[config.mk]
export PLATFORM = sky130hd
export DESIGN_NAME = alu_share_arb
export DESIGN_NICKNAME = d
export VERILOG_FILES = /design/src/rtl/alu_arb_pkg.sv /design/src/rtl/alu_rr_pick.sv /design/src/rtl/alu_share_arb.sv
export SDC_FILE = /design/constraint.sdc
export NUM_CORES = 1
export LEC_CHECK = 0
export CAP_MARGIN = 20
export CORE_MARGIN = 3
export CORE_UTILIZATION = 45
export DETAILED_ROUTE_END_ITERATION = 8
export HOLD_SLACK_MARGIN = 0.02
export PLACE_DENSITY = 0.77
export SETUP_SLACK_MARGIN = 0.5
export SYNTH_ARGS = -nofsm -noshare
export SYNTH_HDL_FRONTEND = slang
export SYNTH_SLANG_ARGS = --single-unit
[constraint.sdc]
create_clock -name clk -period 3.18 [get_ports clk]
set_input_delay 0.318 -clock clk [delete_from_list [all_inputs] [get_ports clk]]
set_output_delay 0.318 -clock clk [all_outputs]
set_load 0.02 [all_outputs]
[src/rtl/alu_arb_pkg.sv]
// Shared definitions for the shared-ALU arbiter: ALU op codes and the
// response FSM state type.
package alu_arb_pkg;

    localparam int OP_W    = 3;
    localparam int STATE_W = 1;

    localparam logic [OP_W-1:0] OP_ADD = 3'b000;
    localparam logic [OP_W-1:0] OP_SUB = 3'b001;
    localparam logic [OP_W-1:0] OP_AND = 3'b010;
    localparam logic [OP_W-1:0] OP_OR  = 3'b011;
    localparam logic [OP_W-1:0] OP_XOR = 3'b100;

    // IDLE: no result held. RESP: result register holds an undelivered result.
    typedef enum logic [STATE_W-1:0] {
        IDLE = 1'b0,
        RESP = 1'b1
    } state_t;

endpackage

[src/rtl/alu_rr_pick.sv]
// Round-robin picker: returns the first requester at or after ptr+1
// (modulo NREQ), as a one-hot grant plus its binary index.
module alu_rr_pick #(
    parameter int NREQ = 2,
    parameter int IDW  = (NREQ > 1) ? $clog2(NREQ) : 1
) (
    input  logic [NREQ-1:0] req,
    input  logic [IDW-1:0]  ptr,
    output logic [NREQ-1:0] grant,
    output logic [IDW-1:0]  idx,
    output logic            any
);

    // Walk the requesters starting just after the last winner; first hit wins.
    always_comb begin
        int            c;
        logic [IDW-1:0] c_idx;
        grant = '0;
        idx   = '0;
        any   = 1'b0;
        c     = 0;
        c_idx = '0;
        for (int i = 1; i <= NREQ; i++) begin
            c     = (int'(ptr) + i) % NREQ;
            c_idx = IDW'(c);
            if (!any && req[c_idx]) begin
                grant[c_idx] = 1'b1;
                idx          = c_idx;
                any          = 1'b1;
            end
        end
    end

endmodule

[src/rtl/alu_share_arb.sv]
// Shares one ALU (add/sub/and/or/xor, {carry,Y} result) between NREQ
// requesters with round-robin arbitration and a single registered response
// that holds under backpressure.
// Optional feature: define ALU_ARB_STATS_EN to add per-requester saturating
// accept counters on port op_cnt.
module alu_share_arb
    import alu_arb_pkg::*;
#(
    parameter int NREQ = 2,
    parameter int W    = 4,
    parameter int IDW  = (NREQ > 1) ? $clog2(NREQ) : 1
) (
    input  logic                 clk,
    input  logic                 rst,
    input  logic [NREQ-1:0]      req_valid,
    output logic [NREQ-1:0]      req_ready,
    input  logic [NREQ*W-1:0]    req_a,
    input  logic [NREQ*W-1:0]    req_b,
    input  logic [NREQ*OP_W-1:0] req_op,
    output logic                 rsp_valid,
    input  logic                 rsp_ready,
    output logic [IDW-1:0]       rsp_id,
    output logic [W-1:0]         rsp_y,
    output logic                 rsp_carry
`ifdef ALU_ARB_STATS_EN
    ,
    output logic [NREQ*8-1:0]    op_cnt
`endif
);

    // Operands are zero-extended by one bit so add carry and sub borrow
    // both land in bit W; unused op codes produce zero.
    function automatic logic [W:0] alu_f(input logic [OP_W-1:0] op,
                                         input logic [W-1:0]    a,
                                         input logic [W-1:0]    b);
        logic [W:0] r;
        case (op)
            OP_ADD:  r = {1'b0, a} + {1'b0, b};
            OP_SUB:  r = {1'b0, a} - {1'b0, b};
            OP_AND:  r = {1'b0, a & b};
            OP_OR:   r = {1'b0, a | b};
            OP_XOR:  r = {1'b0, a ^ b};
            default: r = '0;
        endcase
        return r;
    endfunction

    state_t          r_state;
    state_t          w_state_nxt;
    logic [IDW-1:0]  r_ptr;
    logic [IDW-1:0]  r_rsp_id;
    logic [W-1:0]    r_rsp_y;
    logic            r_rsp_carry;

    logic [NREQ-1:0] w_grant;
    logic [IDW-1:0]  w_idx;
    logic            w_any;
    logic            w_can_accept;
    logic            w_accept;
    logic [W-1:0]    w_sel_a;
    logic [W-1:0]    w_sel_b;
    logic [OP_W-1:0] w_sel_op;
    logic [W:0]      w_alu;

    alu_rr_pick #(
        .NREQ (NREQ),
        .IDW  (IDW)
    ) u_pick (
        .req   (req_valid),
        .ptr   (r_ptr),
        .grant (w_grant),
        .idx   (w_idx),
        .any   (w_any)
    );

    // A new op can enter when the result slot is empty or is being drained
    // this cycle; nothing is granted while reset is asserted, so no op can be
    // accepted only to be discarded.
    assign w_can_accept = !rst && ((r_state == IDLE) || (rsp_ready && r_state == RESP));
    assign w_accept     = w_can_accept && w_any;
    assign req_ready    = w_can_accept ? w_grant : '0;

    assign w_sel_a  = req_a[w_idx*W +: W];
    assign w_sel_b  = req_b[w_idx*W +: W];
    assign w_sel_op = req_op[w_idx*OP_W +: OP_W];
    assign w_alu    = alu_f(w_sel_op, w_sel_a, w_sel_b);

    assign rsp_valid = (r_state == RESP);
    assign rsp_id    = r_rsp_id;
    assign rsp_y     = r_rsp_y;
    assign rsp_carry = r_rsp_carry;

    // Next-state logic: fill on accept, drain to IDLE when consumed without refill.
    always_comb begin
        // NOTE: default assigned first so every path drives w_state_nxt and no latch is inferred.
        w_state_nxt = r_state;
        case (r_state)
            IDLE:    if (w_accept) w_state_nxt = RESP;
            RESP:    if (rsp_ready) w_state_nxt = w_accept ? RESP : IDLE;
            default: w_state_nxt = IDLE;
        endcase
    end

    // State, round-robin pointer and result register; result captured only on accept.
    always_ff @(posedge clk) begin
        // NOTE: non-blocking assignments so every register samples pre-edge values.
        if (rst) begin
            r_state     <= IDLE;
            r_ptr       <= IDW'(NREQ - 1);
            r_rsp_id    <= '0;
            r_rsp_y     <= '0;
            r_rsp_carry <= 1'b0;
        end else begin
            r_state <= w_state_nxt;
            if (w_accept) begin
                r_ptr       <= w_idx;
                r_rsp_id    <= w_idx;
                r_rsp_y     <= w_alu[W-1:0];
                r_rsp_carry <= w_alu[W];
            end
        end
    end

`ifdef ALU_ARB_STATS_EN
    logic [7:0] r_op_cnt [NREQ];

    for (genvar g = 0; g < NREQ; g++) begin : g_cnt
        // Count accepts of requester g, saturating at 255.
        always_ff @(posedge clk) begin
            if (rst) begin
                r_op_cnt[g] <= '0;
            end else if (w_accept && w_grant[g] && r_op_cnt[g] != 8'hFF) begin
                r_op_cnt[g] <= r_op_cnt[g] + 8'd1;
            end
        end
        assign op_cnt[g*8 +: 8] = r_op_cnt[g];
    end
`endif

endmodule

==> results of run 1 <==
[flip-flops by register name (all words and copies together) (netlist names)]
| name | count |
|---|---|
| rsp_y | 4 |
| r_ptr | 1 |
| rsp_carry | 1 |
| rsp_id | 1 |
| rsp_valid | 1 |
[repair_timing]
action	in CTS	in global routing
pin swaps	1	2
endpoints found under the setup margin	2	4
gates resized for setup	2	5
buffers inserted	3	0
hold buffers	0	0
[area by class of cell]
cell class                      count  share of cell area
Clock buffer                        3             0.01495
Inverter                            8             0.01993
Multi-Input combinational cell    100              0.5532
Sequential cell                     8              0.1063
Tap cell                           27             0.02243
Timing Repair Buffer               44              0.2832
[metrics by stage]
step                      setup slack (ps)  area (sq um)  instances  power (mW)  utilization
after floorplan                      692.6          1032        118      0.2836            -
after global placement               219.2          1439        184      0.3704       0.6978
after detailed placement             171.4          1439        184      0.3775       0.6978
after CTS                            513.7          1490        190      0.4678       0.7227
after global routing                 554.1          1506        190      0.5050       0.7306
final                                701.0          1506        190      0.4682       0.7306
[where the power goes]
group | total, mW | switching [mW] | internal, mW
registers | 0.116 | 0.00612 | 0.110
logic | 0.274 | 0.127 | 0.147
clock network | 0.0782 | 0.0350 | 0.0432
total | 0.468 | 0.168 | 0.300
[layout by cell type (no fill, tap or decap), types with 2 or more instances in the layout]
| cell | instances |
|---|---|
| clkdlybuf4s50_1 | 33 |
| mux2i_1 | 11 |
| nor2_1 | 11 |
| ha_1 | 9 |
| inv_1 | 8 |
| nand2_1 | 8 |
| buf_4 | 8 |
| dfxtp_1 | 8 |
| nand2b_1 | 6 |
| mux2i_2 | 4 |
| xnor2_1 | 4 |
| a21o_1 | 4 |
| mux2_2 | 4 |
| a21oi_1 | 3 |
| o21ai_0 | 3 |
| a221oi_1 | 3 |
| nand3b_1 | 3 |
| clkbuf_4 | 3 |
| and2b_2 | 2 |
| nor2b_1 | 2 |
| a31oi_1 | 2 |
| o2bb2ai_1 | 2 |
| nor3_1 | 2 |
| dlymetal6s2s_1 | 2 |
[worst max-delay path, stage by stage]
cell	delay, ps
clkdlybuf4s50_1	510
nor2_1	140
mux2i_1	90
nor2_1	250
nor2_1	100
xor2_1	180
fa_1	440
a21o_1	170
a21oi_1	160
xnor2_1	100
o31ai_2	180
[metal layers]
layer | share of wire | global-route usage
met4 | 0.0088 | 0.04681
met3 | 0.066 | 0.05540
met1 | 0.42 | 0.2317
met5 | 0 | 0
met2 | 0.51 | 0.3629
[final timing paths]
check | startpoint | end | slack, ps | cells after the start
worst max register to register | r_ptr$_SDFFE_PP1P_ | rsp_y[3]$_SDFFE_PP0P_ | 710 | 10
worst max-delay path | req_op[4] | rsp_carry$_SDFFE_PP0P_ | 700 | 11
worst min-delay path | rsp_id$_SDFFE_PP0P_ | rsp_id$_SDFFE_PP0P_ | 450 | 1
worst min register to register | rsp_id$_SDFFE_PP0P_ | rsp_id$_SDFFE_PP0P_ | 450 | 1
[kinds of logic after synthesis]
logic type / count (synthesis)
and+or+nand+nor: 40
adders and majority gates: 10
DFF: 8
AOI/OAI and AO/OA: 23
muxes: 22
buffers and inverters: 10
xor gates and xnor gates: 5
==> impl_results.md, run 1 <==
* Unique masters post-synth at 38
* Arrival time of the worst setup path at around 2600 ps
* Setup TNS at 0 ps
* H-tree Lvls at 1
* DR WL/cell at between 10 and 15 um
* Number of global-route vias before repair at around 1000
* RSZ-0062 raised after global routing: no
* Initial DRT Pass Iterations at 4
* GPL Wtd Cong at 0.8532
* Status: finished, final reports clean
* Initial Utilization at 0.5006
* Diode count at 0
* Most frequent cell after synthesis: mux2i_1
* Critical path class: in -> reg
* Crit-path max FO at 5
* Slew headroom at 0.7393
* Hold Path Class: reg -> reg
* ANT nets after route at 0
* Layout cells sized above 1 at 0.1840
* Post-synth top cells: mux2i_1 (14), nor2_1 (12), ha_1 (9)
* Synth async-reset ratio at 0
* DR vias/cell at ~5.5
* Worst VDD drop at between 0.2 and 0.3 mV
* Area contributors post-synth: dfxtp_1 (16%), mux2i_1 (14%), ha_1 (11%)
* Warnings, synthesis at 0
* Die height at 53.90 um
* Clock Tree Root: clkbuf_4
* Final Hold Violating Endpoints at 0
* Worst-Margin Slew at about 380 ps
* Predominant post-synthesis flop cell: dfxtp_1
* Mean Syn Cell Area at between 8 and 9 sq um
* Synth Cell Area at 0.001032 sq mm
* Area grow syn2layout at 45.94%
* Multi-input logic area at between 800 and 900 sq um
* Worst endpoint required time at between 3000 and 4000 ps
* CTS sink count at 8
* Post-Synthesis Cells at between 100 and 150
* Max capacitance violation total at 0
* Minimum clock period at between 2000 and 2500 ps
* Crit. End Element: flop
* Input/output buffers at 35
* Largest net degree at the start of global routing at 8
* Final HPWL DP at 2244 um
* Drt total wl at about 2600 um
* Maximum root-to-sink buffer count at 2
* Fmax at a little over 400 MHz
* Synthesized Nets at 155
* CORE AREA at about 0.0021 sq mm
* Synth Area in Adders at 0.1285
* Storage element area at about 160 sq um
* Multiplexer area fraction after synthesis at 0.2400
* FF+latch count, synth at 8
* Largest family of logic cells by synthesized area: multiplexers
* Chip width at ~54 um
* Vias at approximately 1000
* Final Skew at roughly 7.3 ps
* Proportion of netlist area held by the largest area contributor at 0.1552
* Fin. max-slew vios at 0
* CTS tree: done
* Drt drc at 0
* Final Cycle Share at 0.7796
* Total CTS buffers at 3
* Crit start category: input port
* Reg clk slew, reported paths at about 50 ps
* Global-route wire length before repair at 4353 um
* EDFF count, synth at 0
* Simple-Gate Fraction of Synth Area at 0.2000
* Fillers at ~180
* Leakage at about 0.65 nW
* Grt ovf at 0
* PD cells at between 300 and 400 mW/mm^2
* Final-report setup violation count at 0
* Iteration-0 DRC Markers at 14
* Initial antenna violation count at 0
* Gr usage total at 0.2011
* Latest clock arrival within the worst-skew pair at about 250 ps
* Row count at 16
* I/O pin total at 36
* Nets at 202
* Hold slack final at between 400 and 500 ps
* Cell taking the most area after synthesis: dfxtp_1
* Die area at between 0.002 and 0.003 sq mm
* Synth Area in Compound Gates at 0.1830
* Synth Area in XOR/XNOR at 0.04242
* Seq/Total Area, Yosys at 0.1552
Note: power is estimated with default switching activity, not from simulation.
==> run 2, diff against run 1 <==
Clock period 3.18 ns to 2.4 ns, I/O delays scaled along.
==> impl_results.md, run 2 (synthesis gave the netlist of run 1 again) <==
* Status: complete, but fails checks
* Violated checks: negative setup slack
* Latest clock arrival within the worst-skew pair at between 200 and 300 ps
* Final Hold Violating Endpoints at 0
* I/O pin total at 36
* Reg clk slew, reported paths at about 60 ps
* Storage element area at between 150 and 200 sq um
* Number of global-route vias before repair at around 1300
* Worst stage delay on the critical path at 400 ps
* Crit start category: flop
* Max capacitance violation total at 0
* Fillers at 75
* Max reg flops at 4
* Worst endpoint required time at between 2000 and 3000 ps
* Placed Area at between 0.0015 and 0.002 sq mm
* Gr usage total at 0.3186
* Fin. max-slew vios at 0
* Multi-input logic area at ~960 sq um
* Leakage at between 0.8 and 0.9 nW
* Chip width at between 50 and 60 um
* CTS sink count at 8
* Hold slack final at around 460 ps
* CP max stage cell: fa_2
* PD cells at approximately 420 mW/mm^2
* Vias at approximately 1400
* Critical path class: reg -> reg
* Drt drc at 0
* Drt total wl at approximately 4400 um
* Final Cycle Share at 1.013
* Cells along the critical path: a21boi_4 > buf_12 > buf_8 > mux2i_4 > nor2_4 > xor2_2 > fa_2 > a21o_1 > a21oi_2 > xnor2_1 > o31ai_2
* H-tree Lvls at 1
* Hold Path Class: reg -> reg
* Initial antenna violation count at 0
* Final-report setup violation count at 2
* Crit-path max FO at 6
* Grt ovf at 0
* Most frequent cells in the layout: buf_4 (32), clkdlybuf4s50_1 (31)
* Initial DRT Pass Iterations at 4
* Diode count at 0
* Die area at around 0.0029 sq mm
* CORE AREA at roughly 0.0021 sq mm
* Post-route cell area at roughly 0.0019 sq mm
* Minimum clock period at between 2000 and 2500 ps
* Area grow syn2layout at 84.00%
* Largest net degree at the start of global routing at 8
* Iteration-0 DRC Markers at slightly below 90
* Arrival time of the worst setup path at about 2600 ps
* Initial Utilization at 0.5006
* Row count at 16
* GPL Wtd Cong at slightly below 0.9
* Clock Tree Root: clkbuf_4
* RSZ-0062 raised after global routing: yes
* DR vias/cell at 6.223
* Worst-Margin Slew at 507.0 ps
* Final WS setup at -30.96 ps
* Family with the most delay on the worst path: compound AO/OA/AOI/OAI gates
* Nets at approximately 230
* Final HPWL DP at 2511 um
* Maximum root-to-sink buffer count at 2
* Global-route wire length before repair at about 6400 um
* Die height at approximately 54 um
* Crit. End Element: flop
* Slew headroom at 0.6523
* Final Util at 0.9211
* DR WL/cell at 20.09 um
* Total CTS buffers at 3
* Final Skew at ~9.1 ps
* Worst VDD drop at 0.3519 mV
* Layout cells sized above 1 at 0.3938
* Commonest non-fill, non-tap cell in the layout: buf_4
* CTS tree: done
* Buf/Inv on CP at 2
* Input/output buffers at 35
* Fmax at ~400 MHz
* ANT nets after route at 0
run 2: cell types whose count changed in the layout (fill, tap and decap cells not counted), moves of 3 or more:
cell | previous run | this run
nor2_1 | 11 | 8
nor2_4 | 0 | 3
mux2i_1 | 11 | 8
mux2i_4 | 1 | 5
buf_6 | 1 | 4
dlygate4sd2_1 | 0 | 4
buf_4 | 8 | 32
run 2: layer usage:
metal | GRT usage | vias to the layer above | part of all wire
li1 | - | 582 | -
met5 | 0 | - | 0
met1 | 0.3539 | 633 | 0.35
met3 | 0.05817 | 42 | 0.089
met2 | 0.5504 | 112 | 0.48
met4 | 0.2043 | 0 | 0.075
run 2: area by class of cell:
cell class	count	share of cell area
Multi-Input combinational cell	100	0.5046
Timing Repair Buffer	74	0.3650
Sequential cell	8	0.08498
Tap cell	27	0.01779
Inverter	8	0.01581
Clock buffer	3	0.01186
run 2: path summary, 6_finish.rpt:
path                        from                endpoint  slack [ps]  cells past startpoint
min          rsp_id$_SDFFE_PP0P_     rsp_id$_SDFFE_PP0P_         460                      1
max reg2reg   r_ptr$_SDFFE_PP1P_  rsp_carry$_SDFFE_PP0P_         -30                     11
max           r_ptr$_SDFFE_PP1P_  rsp_carry$_SDFFE_PP0P_         -30                     11
min reg2reg  rsp_id$_SDFFE_PP0P_     rsp_id$_SDFFE_PP0P_         460                      1
run 2: where the power goes:
part | switching (mW) | internal (mW)
clock network | 0.0589 | 0.0581
logic | 0.246 | 0.289
registers | 0.00860 | 0.146
run 2: what timing repair did:
action                                  4_1_cts  5_1_grt
setup buffers                                11        1
hold endpoints to repair                      0        0
hold buffers                                  0        0
gates cloned                                  1        0
gates resized for setup                      26        8
pin swaps                                    11        2
endpoints found under the setup margin        7        5
run 2: metrics by stage:
step	worst slack (ps)	cells	setup TNS (ps)	power (mW)
2_1_floorplan	52.82	118	0	0.3857
5_1_grt	-181.7	220	-589.1	0.8429
4_1_cts	77.69	219	0	0.7376
3_5_place_dp	-484.1	204	-1896	0.5636
3_3_place_gp	-406.8	204	-1568	0.5468
6_report	-30.96	220	-56.38	0.8058
==> run 3, diff against run 2 <==
Settings changed: DONT_BUFFER_PORTS set to 1, PLACE_DENSITY 0.77 to 0.57.
==> impl_results.md, run 3 (synthesis gave the netlist of run 1 again) <==
* Initial antenna violation count at 0
* Die area at roughly 0.0029 sq mm
* Switching share of power at 0.3649
* CP max stage cell: dfxtp_2
* Fmax at roughly 440 MHz
* Initial DRT Pass Iterations at 4
* Clock Tree Root: clkbuf_4
* Iteration-0 DRC Markers at 22
* Family with the most delay on the worst path: compound AO/OA/AOI/OAI gates
* Global-route wire length before repair at just under 4000 um
* Vias at roughly 960
* Commonest non-fill, non-tap cell in the layout: buf_4
* Hold Path Class: in -> reg
* Worst VDD drop at a little over 0.3 mV
* Setup TNS at 0 ps
* Nets at about 180
* Final Hold Violating Endpoints at 0
* Diode count at 0
* PD cells at 451.5 mW/mm^2
* DR vias/cell at between 5 and 6
* Grt ovf at 0
* Final Cycle Share at 0.9516
* Combinational Power Share at 0.571
* Clock power share at 0.167
* Final-report setup violation count at 0
* Chip width at about 54 um
* Max reg flops at 4
* CTS sink count at 8
* Drt total wl at 2540 um
* Hold slack final at approximately 45 ps
* Total CTS buffers at 3
* Internal power at between 400 and 500 uW
* DR WL/cell at ~15 um
* GPL Wtd Cong at slightly above 0.8
* Initial Utilization at 0.5006
* Critical path class: reg -> reg
* I/O pin total at 36
* Placed Cells at 150
* Switch Pwr at around 230 uW
* Arrival time of the worst setup path at ~2400 ps
* Most frequent cells in the layout: buf_4 (18), nor2_1 (9), ha_1 (9)
* Crit-path max FO at 6
* CORE AREA at a little over 0.002 sq mm
* Total design power at 640.1 uW
* Layout cells sized above 1 at 0.4056
* Final non-filler cell total at 170
* Worst stage delay on the critical path at ~330 ps
* Cells along the critical path: a21boi_4 > buf_12 > mux2i_4 > nor2_4 > nor2_2 > xnor2_1 > ha_1 > a21o_1 > a31oi_2 > mux2i_1 > a221oi_2
* Maximum root-to-sink buffer count at 2
* Input/output buffers at 0
* Gr usage total at 0.1917
* Max capacitance violation total at 0
* Final HPWL DP at 1927 um
* Worst-Margin Slew at between 400 and 500 ps
* Leakage at ~0.6 nW
* Row count at 16
* Die height at roughly 54 um
* Fin. max-slew vios at 0
* Reg clk slew, reported paths at ~50 ps
* Largest net degree at the start of global routing at 7
* Number of global-route vias before repair at about 870
* ANT nets after route at 0
* Crit start category: flop
* Status: finished, final reports clean
* Slew headroom at 0.7054
* CTS tree: done
* Drt drc at 0
* Latest clock arrival within the worst-skew pair at 260 ps
* Worst endpoint required time at between 2000 and 3000 ps
* Minimum clock period at 2284 ps
* H-tree Lvls at 1
* Seq pwr share at 0.262
* Final Skew at 1.857 ps
* Buf/Inv on CP at 1
* Area grow syn2layout at 37.33%
* Crit. End Element: flop
* RSZ-0062 raised after global routing: yes
[run 3: final timing paths]
kind                            cells after the start  slack [ps]                   from               endpoint
worst max-delay path                               11         120     r_ptr$_SDFFE_PP1P_  rsp_y[3]$_SDFFE_PP0P_
worst min-delay path                                1          50                    rst   rsp_valid$_SDFF_PP0_
worst max register to register                     11         120     r_ptr$_SDFFE_PP1P_  rsp_y[3]$_SDFFE_PP0P_
worst min register to register                      2         550  rsp_y[2]$_SDFFE_PP0P_  rsp_y[2]$_SDFFE_PP0P_
[run 3: power by group through the flow]
stage	clock network, mW	registers [mW]	logic, mW
2_1_floorplan	0	0.169	0.217
3_3_place_gp	0	0.171	0.266
3_5_place_dp	0	0.171	0.270
4_1_cts	0.110	0.168	0.328
5_1_grt	0.119	0.169	0.400
6_report	0.107	0.168	0.366
[run 3: what timing repair did]
item,4_1_cts,5_1_grt
resized for setup,16,11
hold buffers,0,1
pin swaps,8,7
endpoints found under the setup margin,5,5
hold endpoints to repair,0,1
setup buffers,6,9
gates cloned,1,0
[run 3: per-layer routing]
metal / GRT usage / wire length (um) / vias to the layer above
met5: 0 / 0 / -
met4: 0.06809 / 58 / 0
met3: 0.04986 / 208 / 7
met2: 0.3125 / 1244 / 35
met1: 0.2412 / 1029 / 437
li1: - / - / 477
[run 3: area by class of cell]
| type | instances | area, sq um |
|---|---|---|
| Fill cell | 165 | 644.4 |
| Tap cell | 27 | 33.78 |
| Timing Repair Buffer | 24 | 234.0 |
| Inverter | 8 | 30.03 |
| Clock buffer | 3 | 22.52 |
| Sequential cell | 8 | 161.4 |
| Multi-Input combinational cell | 100 | 935.9 |
[run 3: metrics by stage]
| stage | util | area, sq um | worst slack (ps) |
|---|---|---|---|
| floorplan | - | 1051 | 52.82 |
| global route | 0.6875 | 1418 | 12.15 |
| global placement | 0.5467 | 1127 | 40.53 |
| detailed placement | 0.5467 | 1127 | -16.60 |
| CTS | 0.6262 | 1291 | 87.86 |
| finish | 0.6875 | 1418 | 116.1 |
